--- config.mk ---
export PLATFORM = sky130hd
export DESIGN_NAME = dn_time_sequencer
export DESIGN_NICKNAME = d
export VERILOG_FILES = /design/src/rtl/dn_time_sequencer.sv
export SDC_FILE = /design/constraint.sdc
export NUM_CORES = 1
export LEC_CHECK = 0
export CAP_MARGIN = 0
export CORE_ASPECT_RATIO = 0.75
export CORE_MARGIN = 3
export CORE_UTILIZATION = 43
export CTS_CLUSTER_DIAMETER = 60
export DETAILED_ROUTE_END_ITERATION = 12
export GPL_TIMING_DRIVEN = 0
export HOLD_SLACK_MARGIN = 0.06
export PLACE_DENSITY_LB_ADDON = 0.2
export SETUP_SLACK_MARGIN = 0.15
export SLEW_MARGIN = 20
export SYNTH_ARGS = -nofsm -noshare
export SYNTH_HDL_FRONTEND = slang
export SYNTH_SLANG_ARGS = --single-unit
--- constraint.sdc ---
create_clock -name clk -period 2.7 [get_ports clk]
set_input_delay 0.27 -clock clk [delete_from_list [all_inputs] [get_ports clk]]
set_output_delay 0.27 -clock clk [all_outputs]
set_load 0.1 [all_outputs]
--- src/rtl/dn_time_sequencer.sv ---
// Downstream time sequencer: decodes the PC word stream into PC-time
// updates, wall-time reset requests and data words, and holds data back
// while committed PC time is ahead of wall time.
//
// state      | meaning
// -----------+------------------------------------------------------
// ST_RUN     | idle / streaming, no low time half staged
// ST_WAIT_HI | low time half staged, waiting for the matching high half
module dn_time_sequencer #(
   parameter int Nword = 32,
   parameter int Ntime = 48,
   parameter int Nstat = 32
) (
   input  logic             clk,
   input  logic             reset,
   input  logic             in_valid,
   output logic             in_ready,
   input  logic [1:0]       in_code,
   input  logic [Nword-1:0] in_data,
   input  logic [Ntime-1:0] time_elapsed,
   output logic             out_valid,
   input  logic             out_ready,
   output logic [Nword-1:0] out_data,
   output logic [Ntime-1:0] PC_time_elapsed,
   output logic             reset_time,
   output logic             stall_dn,
   output logic             protocol_err,
   output logic [Nstat-1:0] stall_cycles
);

   localparam int Nhalf = Ntime / 2;

   localparam logic [1:0] CODE_DATA    = 2'd0;
   localparam logic [1:0] CODE_TIME_LO = 2'd1;
   localparam logic [1:0] CODE_TIME_HI = 2'd2;
   localparam logic [1:0] CODE_RESET   = 2'd3;

   typedef enum logic [0:0] {
      ST_RUN     = 1'b0,
      ST_WAIT_HI = 1'b1
   } state_t;

   state_t           r_state;
   state_t           w_state_nxt;
   logic [Nhalf-1:0] r_lo_stage;
   logic [Ntime-1:0] r_pc_time;
   logic             r_out_valid;
   logic [Nword-1:0] r_out_data;
   logic             r_reset_time;
   logic             r_protocol_err;
   logic [Nstat-1:0] r_stall_cycles;

   logic w_stall;
   logic w_slot_free;
   logic w_in_ready;
   logic w_accept;
   logic w_load_lo;
   logic w_commit;
   logic w_load_data;
   logic w_set_err;
   logic w_clr_time;
   logic w_stall_inc;

   assign w_stall     = r_pc_time > time_elapsed;
   assign w_slot_free = !r_out_valid || out_ready;
   assign w_accept    = in_valid && w_in_ready;
   // RESET_TIME attempts never count as stalled: they are always accepted.
   assign w_stall_inc = w_stall && in_valid && (in_code != CODE_RESET);

   // Input handshake: data needs a free output slot, time words only need
   // the stall to be clear, wall-time resets are always taken.
   always_comb begin
      w_in_ready = 1'b0;
      case (in_code)
         CODE_DATA:    w_in_ready = !w_stall && w_slot_free;
         CODE_TIME_LO: w_in_ready = !w_stall;
         CODE_TIME_HI: w_in_ready = !w_stall;
         CODE_RESET:   w_in_ready = 1'b1;
         default:      w_in_ready = 1'b0;
      endcase
   end

   // State register.
   always_ff @(posedge clk) begin
      if (reset) begin
         r_state <= ST_RUN;
      end else begin
         r_state <= w_state_nxt;
      end
   end

   // Next-state decode and datapath strobes for the accepted word.
   always_comb begin
      w_state_nxt = r_state;
      w_load_lo   = 1'b0;
      w_commit    = 1'b0;
      w_load_data = 1'b0;
      w_set_err   = 1'b0;
      w_clr_time  = 1'b0;
      if (w_accept) begin
         case (in_code)
            CODE_DATA: begin
               w_load_data = 1'b1;
               if (r_state == ST_WAIT_HI) begin
                  w_set_err   = 1'b1;
                  w_state_nxt = ST_RUN;
               end
            end
            CODE_TIME_LO: begin
               w_load_lo   = 1'b1;
               w_state_nxt = ST_WAIT_HI;
               if (r_state == ST_WAIT_HI) begin
                  w_set_err = 1'b1;
               end
            end
            CODE_TIME_HI: begin
               if (r_state == ST_WAIT_HI) begin
                  w_commit    = 1'b1;
                  w_state_nxt = ST_RUN;
               end else begin
                  w_set_err = 1'b1;
               end
            end
            CODE_RESET: begin
               w_clr_time  = 1'b1;
               w_state_nxt = ST_RUN;
            end
            default: begin
               w_state_nxt = r_state;
            end
         endcase
      end
   end

   // Time staging, PC time commit, reset pulse and sticky error.
   always_ff @(posedge clk) begin
      if (reset) begin
         r_lo_stage     <= '0;
         r_pc_time      <= '0;
         r_reset_time   <= 1'b0;
         r_protocol_err <= 1'b0;
      end else begin
         if (w_load_lo) begin
            r_lo_stage <= in_data[Nhalf-1:0];
         end
         if (w_commit) begin
            r_pc_time <= {in_data[Nhalf-1:0], r_lo_stage};
         end else if (w_clr_time) begin
            r_pc_time <= '0;
         end
         r_reset_time <= w_clr_time;
         if (w_set_err) begin
            r_protocol_err <= 1'b1;
         end
      end
   end

   // Single-entry output register; load and drain may share a cycle.
   always_ff @(posedge clk) begin
      if (reset) begin
         r_out_valid <= 1'b0;
         r_out_data  <= '0;
      end else if (w_load_data) begin
         r_out_valid <= 1'b1;
         r_out_data  <= in_data;
      end else if (out_ready) begin
         r_out_valid <= 1'b0;
      end
   end

   // Saturating count of cycles where a word was presented while stalled.
   always_ff @(posedge clk) begin
      if (reset) begin
         r_stall_cycles <= '0;
      end else if (w_stall_inc && (r_stall_cycles != '1)) begin
         r_stall_cycles <= r_stall_cycles + Nstat'(1);
      end
   end

   assign in_ready        = w_in_ready;
   assign out_valid       = r_out_valid;
   assign out_data        = r_out_data;
   assign PC_time_elapsed = r_pc_time;
   assign reset_time      = r_reset_time;
   assign stall_dn        = w_stall;
   assign protocol_err    = r_protocol_err;
   assign stall_cycles    = r_stall_cycles;

endmodule
## Yosys cells after proc, flatten, opt, wreduce, memory -nomap -nowiden

Cells that the tools add are included.

| storage, ports and cells | value |
|---|---|
| register bits | 140 |
| bits of input ports | 86 |
| output and inout bits | 117 |
| word-level logic and storage cells | 47 |

| cells by class | value |
|---|---|
| add/sub/neg operators | 1 |
| $lt $le $gt $ge | 1 |
| equal/unequal tests | 5 |
| mux-type cells | 18 |
| reductions and logical operators | 14 |

Operators with widths:

| operator | count |
|---|---|
| $mux 48 | 2 |
| $gt 48x48->1 | 1 |
| $add 32x1->32 const B | 1 |
| $ne 32x32->1 const B | 1 |
| $mux 1 | 13 |
| $logic_and 1x1->1 | 5 |
| $eq 2x2->1 const B | 2 |
| $pmux 1 s2 | 2 |
| $reduce_bool 2->1 | 2 |
| $reduce_or 2->1 | 2 |
| $pmux 1 s3 | 1 |
| $reduce_or 3->1 | 1 |
| $eq 2x1->1 const B | 1 |
| $logic_not 1->1 | 2 |
| $logic_not 2->1 | 1 |
| $ne 2x2->1 const B | 1 |
| $logic_or 1x1->1 | 1 |

## Logic depth before layout (Yosys ltp)

Gate-level depths: netlist (run 1).

| logic depth | value |
|---|---|
| depth after elaboration | 8 |
| mapped depth | 13 |
| mapped depth without buffers | 10 |

## Worst setup path before layout (run 1)

Ideal clock, no wire load.

| timing path | value |
|---|---|
| path kind | reg2out |
| start | reg r_pc_time[14], in the netlist PC_time_elapsed[14] |
| end | out in_ready |
| arrival | 4.131 ns |
| setup slack | -1.701 ns |
| stages on the path, launching flop included | 11 |
| buffers on the path | 2 |
| cells stage by stage | dfxtp_1 > ha_1 > a21oi_1 > nand2_1 > a221oi_1 > a31o_1 > nand3_1 > o21a_1 > buf_6 > clkbuf_1 > a21oi_1 |

| between the ends | value |
|---|---|
| cells in the longest elaborated chain, start to end | 4 |

Ends and longest elaborated chain:

| element | line | text |
|---|---|---|
| start, declared | 46 | `logic [Ntime-1:0] r_pc_time;` |
| start signal, assigned | 147 | `r_pc_time <= {in_data[Nhalf-1:0], r_lo_stage};` |
| $gt 48x48->1 * | 64 | `assign w_stall = r_pc_time > time_elapsed;` |
| $logic_not 1->1 * | 75, 76, 77 |  |
| $logic_and 1x1->1 | 75 | `CODE_DATA: w_in_ready = !w_stall && w_slot_free;` |
| $pmux 1 s3 * | 74 | `case (in_code)` |
| end, declared | 17 | `output logic in_ready,` |

Every way passes the cells marked *; elsewhere a longest branch is shown, timed or not.

## Final worst setup path (run 1)

| timing path | value |
|---|---|
| start | in time_elapsed[34] |
| end | out in_ready |

| between the ends | value |
|---|---|
| cells in the longest elaborated chain, start to end | 4 |

Ends and longest elaborated chain:

| element | line | text |
|---|---|---|
| start, declared | 20 | `input logic [Ntime-1:0] time_elapsed,` |
| $gt 48x48->1 * | 64 |  |
| $logic_not 1->1 * | 75, 76, 77 |  |
| $logic_and 1x1->1 | 75 |  |
| $pmux 1 s3 * | 74 |  |

Marks and branches as above.

==> impl_metrics.yaml, run 1 <==
status:
  status: "finished, violations left"
  violations: "negative setup slack"
sta:
  setup_slack_ps: -679
  finClkSkew_ps: 9.28
  drv_slew: 0
  min_period_ps: 3380
  whs_ps: 400
  finalCritPeriodShare_pct: 125
  fmax_mhz: 296
  maxSlewHeadroom_pct: 28.4
  hold_viol: 0
  worstMarginPinSlew_ps: 1070
  rsz0062_at_grt: "yes"
  setup_viol: 142
yosys:
  synth_nets: 919
  ys_seq_elements: 140
  yosysWarnings: 0
  yosysSeqAreaShare_pct: 40.9
  synth_cells: 779
  synth_area_sq_um: 6850
  synthArstFlopShare_pct: 0
  postSynthAreaPerCell_sq_um: 8.80
  synth_edf_count: 0
  synth_cell_types: 46
  synth_ff_type: "dfxtp_1"
power_and_ir_drop:
  finalPower_mw: 5.36
  p_leak_nw: 4.77
  powerDensity_nw_per_um2: 449
  irDropWorstVdd_mv: 0.489
die:
  start_util_pct: 44.4
  core_sq_um: 15400
  die-area_sq_um: 17500
  die_width_microns: 152
  ios: 203
  die-height_microns: 115
  rows: 39
cts:
  cts_buffers: 17
  htreeDepth: 4
  clk_latency_ps: 420
  cts_tree: "yes"
  clock_path_buffers: 2
  hold_buffers: 0
  clock-root-buffer: "clkbuf_16"
  path_clk_slew_ps: 60
  clock-sinks: 140
setup_path:
  endpoint_kind: "output pin"
  worstRegToRegCells: 14
  cp-start-kind: "primary input"
  worstSetupStartpoint: "time_elapsed[34]"
  reg2reg_setup_slack_ps: -580
  r2r-start: "PC_time_elapsed[34]"
  slowest_delay_ps: 460
  path_common_cell: "o21a_1"
  endpoint: "in_ready"
  reg2reg_to: "PC_time_elapsed[27]"
  crit_path_max_fanout: 3
  path_class: "in -> out"
  cp_slowest_cell: "clkdlybuf4s50_1"
  crit_path_cell_trace: "clkdlybuf4s50_1 > inv_1 > ha_4 > nand4_1 > nor4_4 > nand3_2 > or2_4 > o21a_1 > o21a_1 > buf_6 > clkbuf_16 > a21oi_4 > buf_12"
  critical_path_arrival_ps: 3110
  worstPathRequired_ps: 2430
grt:
  grt_pass1_vias: 7098
  grt_max_degree: 17
  grt_usage_pct: 29.4
  grt_pass1_wl_microns: 39600
  antenna_found_initial: 2
  grt_overflow: 0
run:
  maxCapViolCount: 0
routing:
  viasPerCell: 5.76
  wl_microns: 27600
  ant_nets: 0
  routedWlPerCell_microns: 21.5
  initialDrtViolationCount: 683
  drc: 0
  vias: 7390
  firstDrtPassIters: 8
place:
  port_buffers: 201
  dp.cells: 1185
  gp_congestion: 0.873
  dp_hpwl_microns: 17200
  post-place-ws_ps: -1740
finish:
  mostFrequentLayoutCells: "clkdlybuf4s50_1 (188), nand2_1 (101), dfxtp_1 (70)"
  drive_gt1_share_pct: 30.8
  area_growth_pct: 73.9
  layout_commonest_cell: "clkdlybuf4s50_1"
  antenna_cells: 0
  final_cell_count_no_fill: 1282
  utilization_pct: 77.3
  nNetsFinal: 1204
min_path:
  hold_path_class: "in -> reg"
  whs_path_depth: 3
[layout make-up]
type	instances	area, sq um
fill	935	3500
clock buffer	20	489
buffer	46	453
inverter	63	240
multi-input combinational	530	4470
sequential	140	3030
tap	205	256
timing repair buffer	266	2830
clock inverter	12	158
[cells by family after synthesis]
logic type	count (synthesis)	synth area share (%)
simple gates	247	17.9
buf+inv	109	6.86
fa+ha+maj	54	9.86
mux	48	7.25
compound gates	181	17.3
flops	140	40.9
[critical path, delay by kind of cell]
| family | cells | cell delay (ps) |
|---|---|---|
| adders and majority gates | 1 | 260 |
| AOI/OAI and AO/OA | 3 | 470 |
| buffers and inverters | 5 | 970 |
| and+or+nand+nor | 4 | 1130 |
[timing repair]
item                       4_1_cts  5_1_grt
resized for setup              184       79
buffers inserted                40       13
setup endpoints to repair      142      142
cloned                          10        2
pin swaps                       69       64
[how the worst min path moves through the flow]
stage	startpoint	end	slack, ps
after floorplan	in_data[3]	PC_time_elapsed[27]	400
after global placement	out_data[24]	out_data[24]	440
after detailed placement	out_data[2]	out_data[2]	450
after CTS	in_data[25]	out_data[25]	400
after global routing	in_data[30]	out_data[30]	400
final	in_data[30]	out_data[30]	400
[through the flow]
step                      TNS [ps]  area (sq um)
final                       -57460         11900
after floorplan              -1850          7380
after detailed placement   -108060          9650
after CTS                   -30870         11400
after global routing        -66000         11900
after global placement     -104190          9650
[power breakdown]
group	switching (mW)	internal, mW	total, mW
registers	0.0251	2.04	2.07
clock network	0.940	1.59	2.53
logic	0.453	0.302	0.755
total	1.42	3.94	5.36
[registers in the layout (all words and copies together) (netlist names)]
signal           count
PC_time_elapsed     48
out_data            32
out_valid            1
protocol_err         1
r_lo_stage          24
r_state              1
reset_time           1
stall_cycles        32
[synthesized netlist by cell type (6+ instances only)]
| cell | instances | area share (%) |
|---|---|---|
| a21o_1 | 7 | 0.77 |
| a21oi_1 | 60 | 4.4 |
| a22o_1 | 49 | 6.3 |
| and3_1 | 6 | 0.55 |
| buf_2 | 10 | 0.73 |
| buf_6 | 6 | 0.99 |
| clkbuf_1 | 29 | 1.6 |
| dfxtp_1 | 140 | 41 |
| ha_1 | 54 | 9.9 |
| inv_1 | 62 | 3.4 |
| mux2_2 | 13 | 2.1 |
| mux2i_1 | 35 | 5.1 |
| nand2_1 | 102 | 5.6 |
| nand3_1 | 34 | 2.5 |
| nand4_1 | 17 | 1.6 |
| nor2_1 | 28 | 1.5 |
| nor2b_1 | 11 | 1.0 |
| nor4_1 | 13 | 1.2 |
| o21ai_0 | 39 | 2.8 |
| o31ai_1 | 8 | 0.88 |
| or3_1 | 9 | 0.82 |
| or4_1 | 7 | 0.77 |
[layer usage]
metal / vias to the layer above / global-route usage [%] / share of wire (%)
met5: - / 0 / 0.076
met3: 88 / 8.35 / 10
li1: 3368 / - / -
met4: 4 / 9.28 / 3.5
met1: 3496 / 41.2 / 43
met2: 434 / 44.0 / 44
No activity file was read; power rests on OpenSTA's default activity.
==> inputs of run 2 (changes only) <==
- GPL_TIMING_DRIVEN: 0 -> default
==> impl_metrics.yaml, run 2 (synthesis results as in run 1) <==
status:
  status: "finished, violations left"
  violations: "negative setup slack"
setup_path:
  crit_path_max_fanout: 6
  endpoint_kind: "register"
  r2r-start: "PC_time_elapsed[43]"
  path_class: "in -> reg"
  cp_slowest_cell: "clkdlybuf4s50_1"
  worstRegToRegCells: 12
  reg2reg_to: "PC_time_elapsed[15]"
  worstSetupStartpoint: "time_elapsed[27]"
  cp_num_buf_inv: 5
  crit_path_cell_trace: "clkdlybuf4s50_1 > inv_1 > ha_4 > nand4_1 > nor4_2 > nand3_2 > or2_1 > o21a_1 > o21a_4 > buf_4 > o31a_4 > buf_12 > buf_16 > a22o_1"
  crit_family: "buffers and inverters"
  endpoint: "PC_time_elapsed[15]"
  worstPathRequired_ps: 3000
  reg2reg_setup_slack_ps: -430
  cp-start-kind: "primary input"
  critical_path_arrival_ps: 3440
  path_depth: 14
  slowest_delay_ps: 510
sta:
  setup_viol: 121
  rsz0062_at_grt: "yes"
  maxSlewHeadroom_pct: 57.4
  finalCritPeriodShare_pct: 116
  fin_tns_setup_ps: -29900
  finClkSkew_ps: 7.95
  worstMarginPinSlew_ps: 633
  drv_slew: 0
  setup_slack_ps: -437
  fmax_mhz: 319
  min_period_ps: 3140
  hold_viol: 0
grt:
  grt_pass1_wl_microns: 36100
  grt_max_degree: 64
  grt_usage_pct: 26.6
  grt_overflow: 0
  grt_pass1_vias: 6478
  antenna_found_initial: 1
cts:
  clock_path_buffers: 2
  clk_latency_ps: 420
  cts_buffers: 17
  clock-sinks: 140
  htreeDepth: 4
  hold_buffers: 0
  cts_tree: "yes"
  clock-root-buffer: "clkbuf_16"
  path_clk_slew_ps: 60
die:
  ios: 203
  core_sq_um: 15400
  die_width_microns: 152
  rows: 39
  die-area_sq_um: 17500
  start_util_pct: 44.4
  die-height_microns: 115
min_path:
  hold_path_class: "in -> reg"
  hold_path.startpoint: "reset"
routing:
  vias: 6982
  drc: 0
  ant_nets: 0
  firstDrtPassIters: 5
  viasPerCell: 5.46
  routedWlPerCell_microns: 19.2
  initialDrtViolationCount: 594
  wl_microns: 24600
finish:
  mostFrequentLayoutCells: "buf_4 (184), nand2_1 (101), clkdlybuf4s50_1 (82)"
  design_area_sq_um: 11400
  nNetsFinal: 1201
  area_growth_pct: 65.8
  largest_reg_flops: 48
  fill_cells: 1102
  layout_commonest_cell: "buf_4"
  drive_gt1_share_pct: 39.0
run:
  maxCapViolCount: 0
place:
  dp_hpwl_microns: 16100
  placed_area_sq_um: 9730
  gp_congestion: 0.912
  port_buffers: 202
power_and_ir_drop:
  irDropWorstVdd_mv: 0.455
  powerDensity_nw_per_um2: 449
  p_leak_nw: 5.06
run 2: cell count changes in the layout (fill, tap and decap cells not counted), moves of 10 or more:
| cell | before | now |
|---|---|---|
| o21ai_1 | 3 | 21 |
| dlygate4sd2_1 | 10 | 0 |
| inv_2 | 16 | 3 |
| buf_6 | 23 | 11 |
| clkdlybuf4s50_1 | 188 | 82 |
| inv_1 | 46 | 59 |
| buf_8 | 15 | 0 |
| buf_4 | 31 | 184 |
| clkbuf_1 | 20 | 1 |
run 2: final cells by class:
type | count | area (sq um) | share of cell area [%]
clock buffers | 24 | 534 | 4.70
multi-input cells | 530 | 4230 | 37.2
repair buffers | 309 | 3020 | 26.6
well taps | 205 | 256 | 2.26
flip-flops and latches | 140 | 3030 | 26.6
inverters | 63 | 240 | 2.11
clock inverters | 7 | 52.6 | 0.463
diodes | 1 | 2.50 | 0.0220
run 2: worst min-delay path by stage:
stage / endpoint / depth (start not counted)
after floorplan: PC_time_elapsed[27] / 1
after global placement: out_data[29] / 2
after detailed placement: out_data[29] / 2
after CTS: r_lo_stage[22] / 2
after global routing: out_valid / 2
final: out_valid / 2
run 2: through the flow:
stage                     hold WS [ps]  power [mW]  setup WS, ps  utilization [%]  instances
final                              358        5.10          -437             73.7       1279
after global placement             443        2.73          -503             63.1       1210
after floorplan                    402        2.47          -201                -        779
after CTS                          326        5.08          -372             71.1       1265
after detailed placement           448        2.74          -628             63.1       1210
after global routing               341        5.27          -461             73.7       1279
run 2: routing by layer:
metal,vias up,share of wire (%),wire length [microns],GRT usage (%)
met1,3277,45,11100,38.3
met4,0,1.7,422,7.54
met5,-,0,0,0
met3,36,9.5,2340,7.29
met2,315,44,10700,39.1
li1,3354,-,-,-
run 2: where the power goes:
| part | switching (mW) | leakage (nW) | internal [mW] |
|---|---|---|---|
| Sequential | 0.0213 | 1.18 | 2.04 |
| Combinational | 0.430 | 3.59 | 0.315 |
| Clock | 0.909 | 0.285 | 1.38 |
| Total | 1.36 | 5.06 | 3.74 |
run 2: repair_timing:
item | 4_1_cts | 5_1_grt
pin swaps | 35 | 16
endpoints found under the setup margin | 141 | 142
gates resized for setup | 85 | 45
cloned | 9 | 6
buffers inserted | 15 | 7
==> inputs of run 3 (changes only) <==
- ABC_AREA: default -> 1
- CORE_UTILIZATION: 43 -> 44
- PLACE_DENSITY: default -> 0.78
- PLACE_DENSITY_LB_ADDON: 0.2 -> default
==> impl_metrics.yaml, run 3 <==
grt:
  antenna_found_initial: 0
  grt_pass1_wl_microns: 42800
  grt_pass1_vias: 7981
  grt_max_degree: 68
  grt_usage_pct: 30.1
  grt_overflow: 0
power_and_ir_drop:
  finalPower_mw: 5.44
  powerDensity_nw_per_um2: 443
  p_leak_nw: 5.00
  irDropWorstVdd_mv: 0.535
finish:
  utilization_pct: 78.9
  design_area_sq_um: 12300
  nNetsFinal: 1411
  area_growth_pct: 72.3
  mostFrequentLayoutCells: "nand2_1 (171), buf_4 (150), a21oi_1 (132)"
  largest_reg_flops: 48
  antenna_cells: 0
  layout_commonest_cell: "nand2_1"
  drive_gt1_share_pct: 39.7
sta:
  min_period_ps: 3020
  setup_viol: 127
  finalCritPeriodShare_pct: 112
  finClkSkew_ps: 19.9
  setup_slack_ps: -323
  rsz0062_at_grt: "yes"
  fmax_mhz: 331
  drv_slew: 0
  maxSlewHeadroom_pct: 37.9
  worstMarginPinSlew_ps: 931
  hold_viol: 0
setup_path:
  endpoint_kind: "register"
  worstPathRequired_ps: 2990
  reg2reg_to: "out_data[21]"
  r2r-start: "PC_time_elapsed[35]"
  cp-start-kind: "register"
  worstSetupStartpoint: "PC_time_elapsed[35]"
  reg2reg_setup_slack_ps: -320
  crit_path_max_fanout: 6
  path_class: "reg -> reg"
  worstRegToRegCells: 20
  critical_path_arrival_ps: 3310
yosys:
  postSynthAreaPerCell_sq_um: 7.13
  synthMuxAreaShare_pct: 0
  yosysWarnings: 0
  yosysTopAreaCell: "dfxtp_1"
  synth_nets: 1140
  synth_edf_count: 0
  synth_cells: 1000
  yosysSeqAreaShare_pct: 39.3
  yosys.area_share.xor_xnor_pct: 1.60
  synth_compound_area_share_pct: 13.4
  synthAdderAreaFrac_pct: 9.48
  synth.area.top_cells: "dfxtp_1 (39%), nand2_1 (13%), a21oi_1 (11%), ha_1 (9.5%), nand3_1 (8.4%)"
  yosysMostFrequentCell: "nand2_1"
  synth_ff_type: "dfxtp_1"
  ys_seq_elements: 140
  synthSimpleGateAreaFrac_pct: 26.9
  synth_cell_types: 25
  synth_area_sq_um: 7130
  synthArstFlopShare_pct: 0
  synth_top_family_by_area: "simple AND/OR/NAND/NOR gates"
  yosys-top-cells-count: "nand2_1 (239), a21oi_1 (156), dfxtp_1 (140), nand3_1 (119), inv_1 (108)"
  synth.top_cell.area_share_pct: 39.3
place:
  dp_hpwl_microns: 17600
  placed_area_sq_um: 9880
  post-place-ws_ps: -542
  gp_congestion: 1.02
  port_buffers: 202
die:
  rows: 39
  die_width_microns: 153
  die-height_microns: 116
  die-area_sq_um: 17800
  ios: 203
  start_util_pct: 45.8
  core_sq_um: 15600
min_path:
  hold_path.startpoint: "reset"
  min_to: "r_lo_stage[9]"
  hold_path_class: "in -> reg"
  whs_path_depth: 2
cts:
  htreeDepth: 4
  clock-root-buffer: "clkbuf_16"
  path_clk_slew_ps: 70
  clock_path_buffers: 2
  clock-sinks: 140
  clk_latency_ps: 430
  cts_tree: "yes"
  cts_buffers: 17
  hold_buffers: 0
routing:
  wl_microns: 29900
  vias: 8534
  drc: 0
  firstDrtPassIters: 7
  initialDrtViolationCount: 1151
  ant_nets: 0
  viasPerCell: 5.73
  routedWlPerCell_microns: 20.1
run:
  maxCapViolCount: 0
status:
  status: "finished, violations left"
  violations: "negative setup slack"
run 3: cell types whose count changed after synthesis, moves of 10 or more:
cell | previous run | this run
a22o_1 | 49 | 0
nor2_1 | 28 | 50
a21oi_1 | 60 | 156
nor2b_1 | 11 | 0
xor2_1 | 0 | 10
mux2i_1 | 35 | 0
nand3_1 | 34 | 119
mux2_2 | 13 | 0
nand2_1 | 102 | 239
o21ai_0 | 39 | 17
inv_1 | 62 | 108
nor3_1 | 3 | 13
run 3: area by class of cell:
type / instances / area [sq um]
multi-input cells: 699 / 4820
repair buffers: 303 / 3190
fillers: 926 / 3280
inverters: 110 / 419
clock inverters: 9 / 83.8
well taps: 205 / 256
flip-flops and latches: 140 / 3000
clock buffers: 23 / 510
run 3: worst max path at each step:
stage	to	slack [ps]	depth (start not counted)
5_1_grt	out_data[17]	-360	22
6_report	out_data[21]	-320	20
2_1_floorplan	stall_cycles[17]	150	14
3_3_place_gp	r_lo_stage[23]	-420	19
3_5_place_dp	r_lo_stage[5]	-540	18
4_1_cts	in_ready	-120	17
run 3: report_power, final:
part | switching (mW) | internal [mW] | total [mW]
sequential | 0.0286 | 2.05 | 2.08
clock | 0.942 | 1.43 | 2.37
combinational | 0.547 | 0.445 | 0.992
run 3: kinds of logic after synthesis:
logic type                 Yosys count
DFF                                140
buffers and inverters              161
adders and majority gates           54
and+or+nand+nor                    449
AOI/OAI and AO/OA                  183
xor gates and xnor gates            13
run 3: what timing repair did:
item                       4_1_cts  5_1_grt
cloned                          17        1
setup endpoints to repair      109      142
pin swaps                       90       50
resized for setup              153      116
buffers inserted                35       11
run 3: worst max-delay path, stage by stage (launching register included):
cell and delay [ps]:
dfxtp_4 390, ha_4 210, a21oi_1 240, nand2_1 120, nand2_1 90, nand2_1 90
a21oi_4 180, nand3_2 150, nand2_4 130, nand2_2 60, nand2_2 70, nand2_4 60
buf_6 120, a21oi_4 190, buf_6 150, buf_6 110, nand2_8 110, buf_12 160
buf_16 130, nand2_2 50, a21oi_1 50
run 3: per-stage QoR:
stage | hold WS, ps | TNS (ps) | cells
2_1_floorplan | 425 | 0 | 1000
3_3_place_gp | 447 | -38910 | 1394
3_5_place_dp | 452 | -50300 | 1394
4_1_cts | 351 | -2040 | 1478
5_1_grt | 395 | -29490 | 1489
6_report | 387 | -22490 | 1489
run 3: layer usage:
| metal | routed length, microns | vias to the layer above | GRT usage [%] |
|---|---|---|---|
| met5 | 0 | - | 0 |
| met4 | 1040 | 0 | 10.0 |
| met3 | 3320 | 95 | 9.33 |
| met2 | 13700 | 586 | 48.0 |
| met1 | 11900 | 3984 | 39.5 |
| li1 | - | 3869 | - |
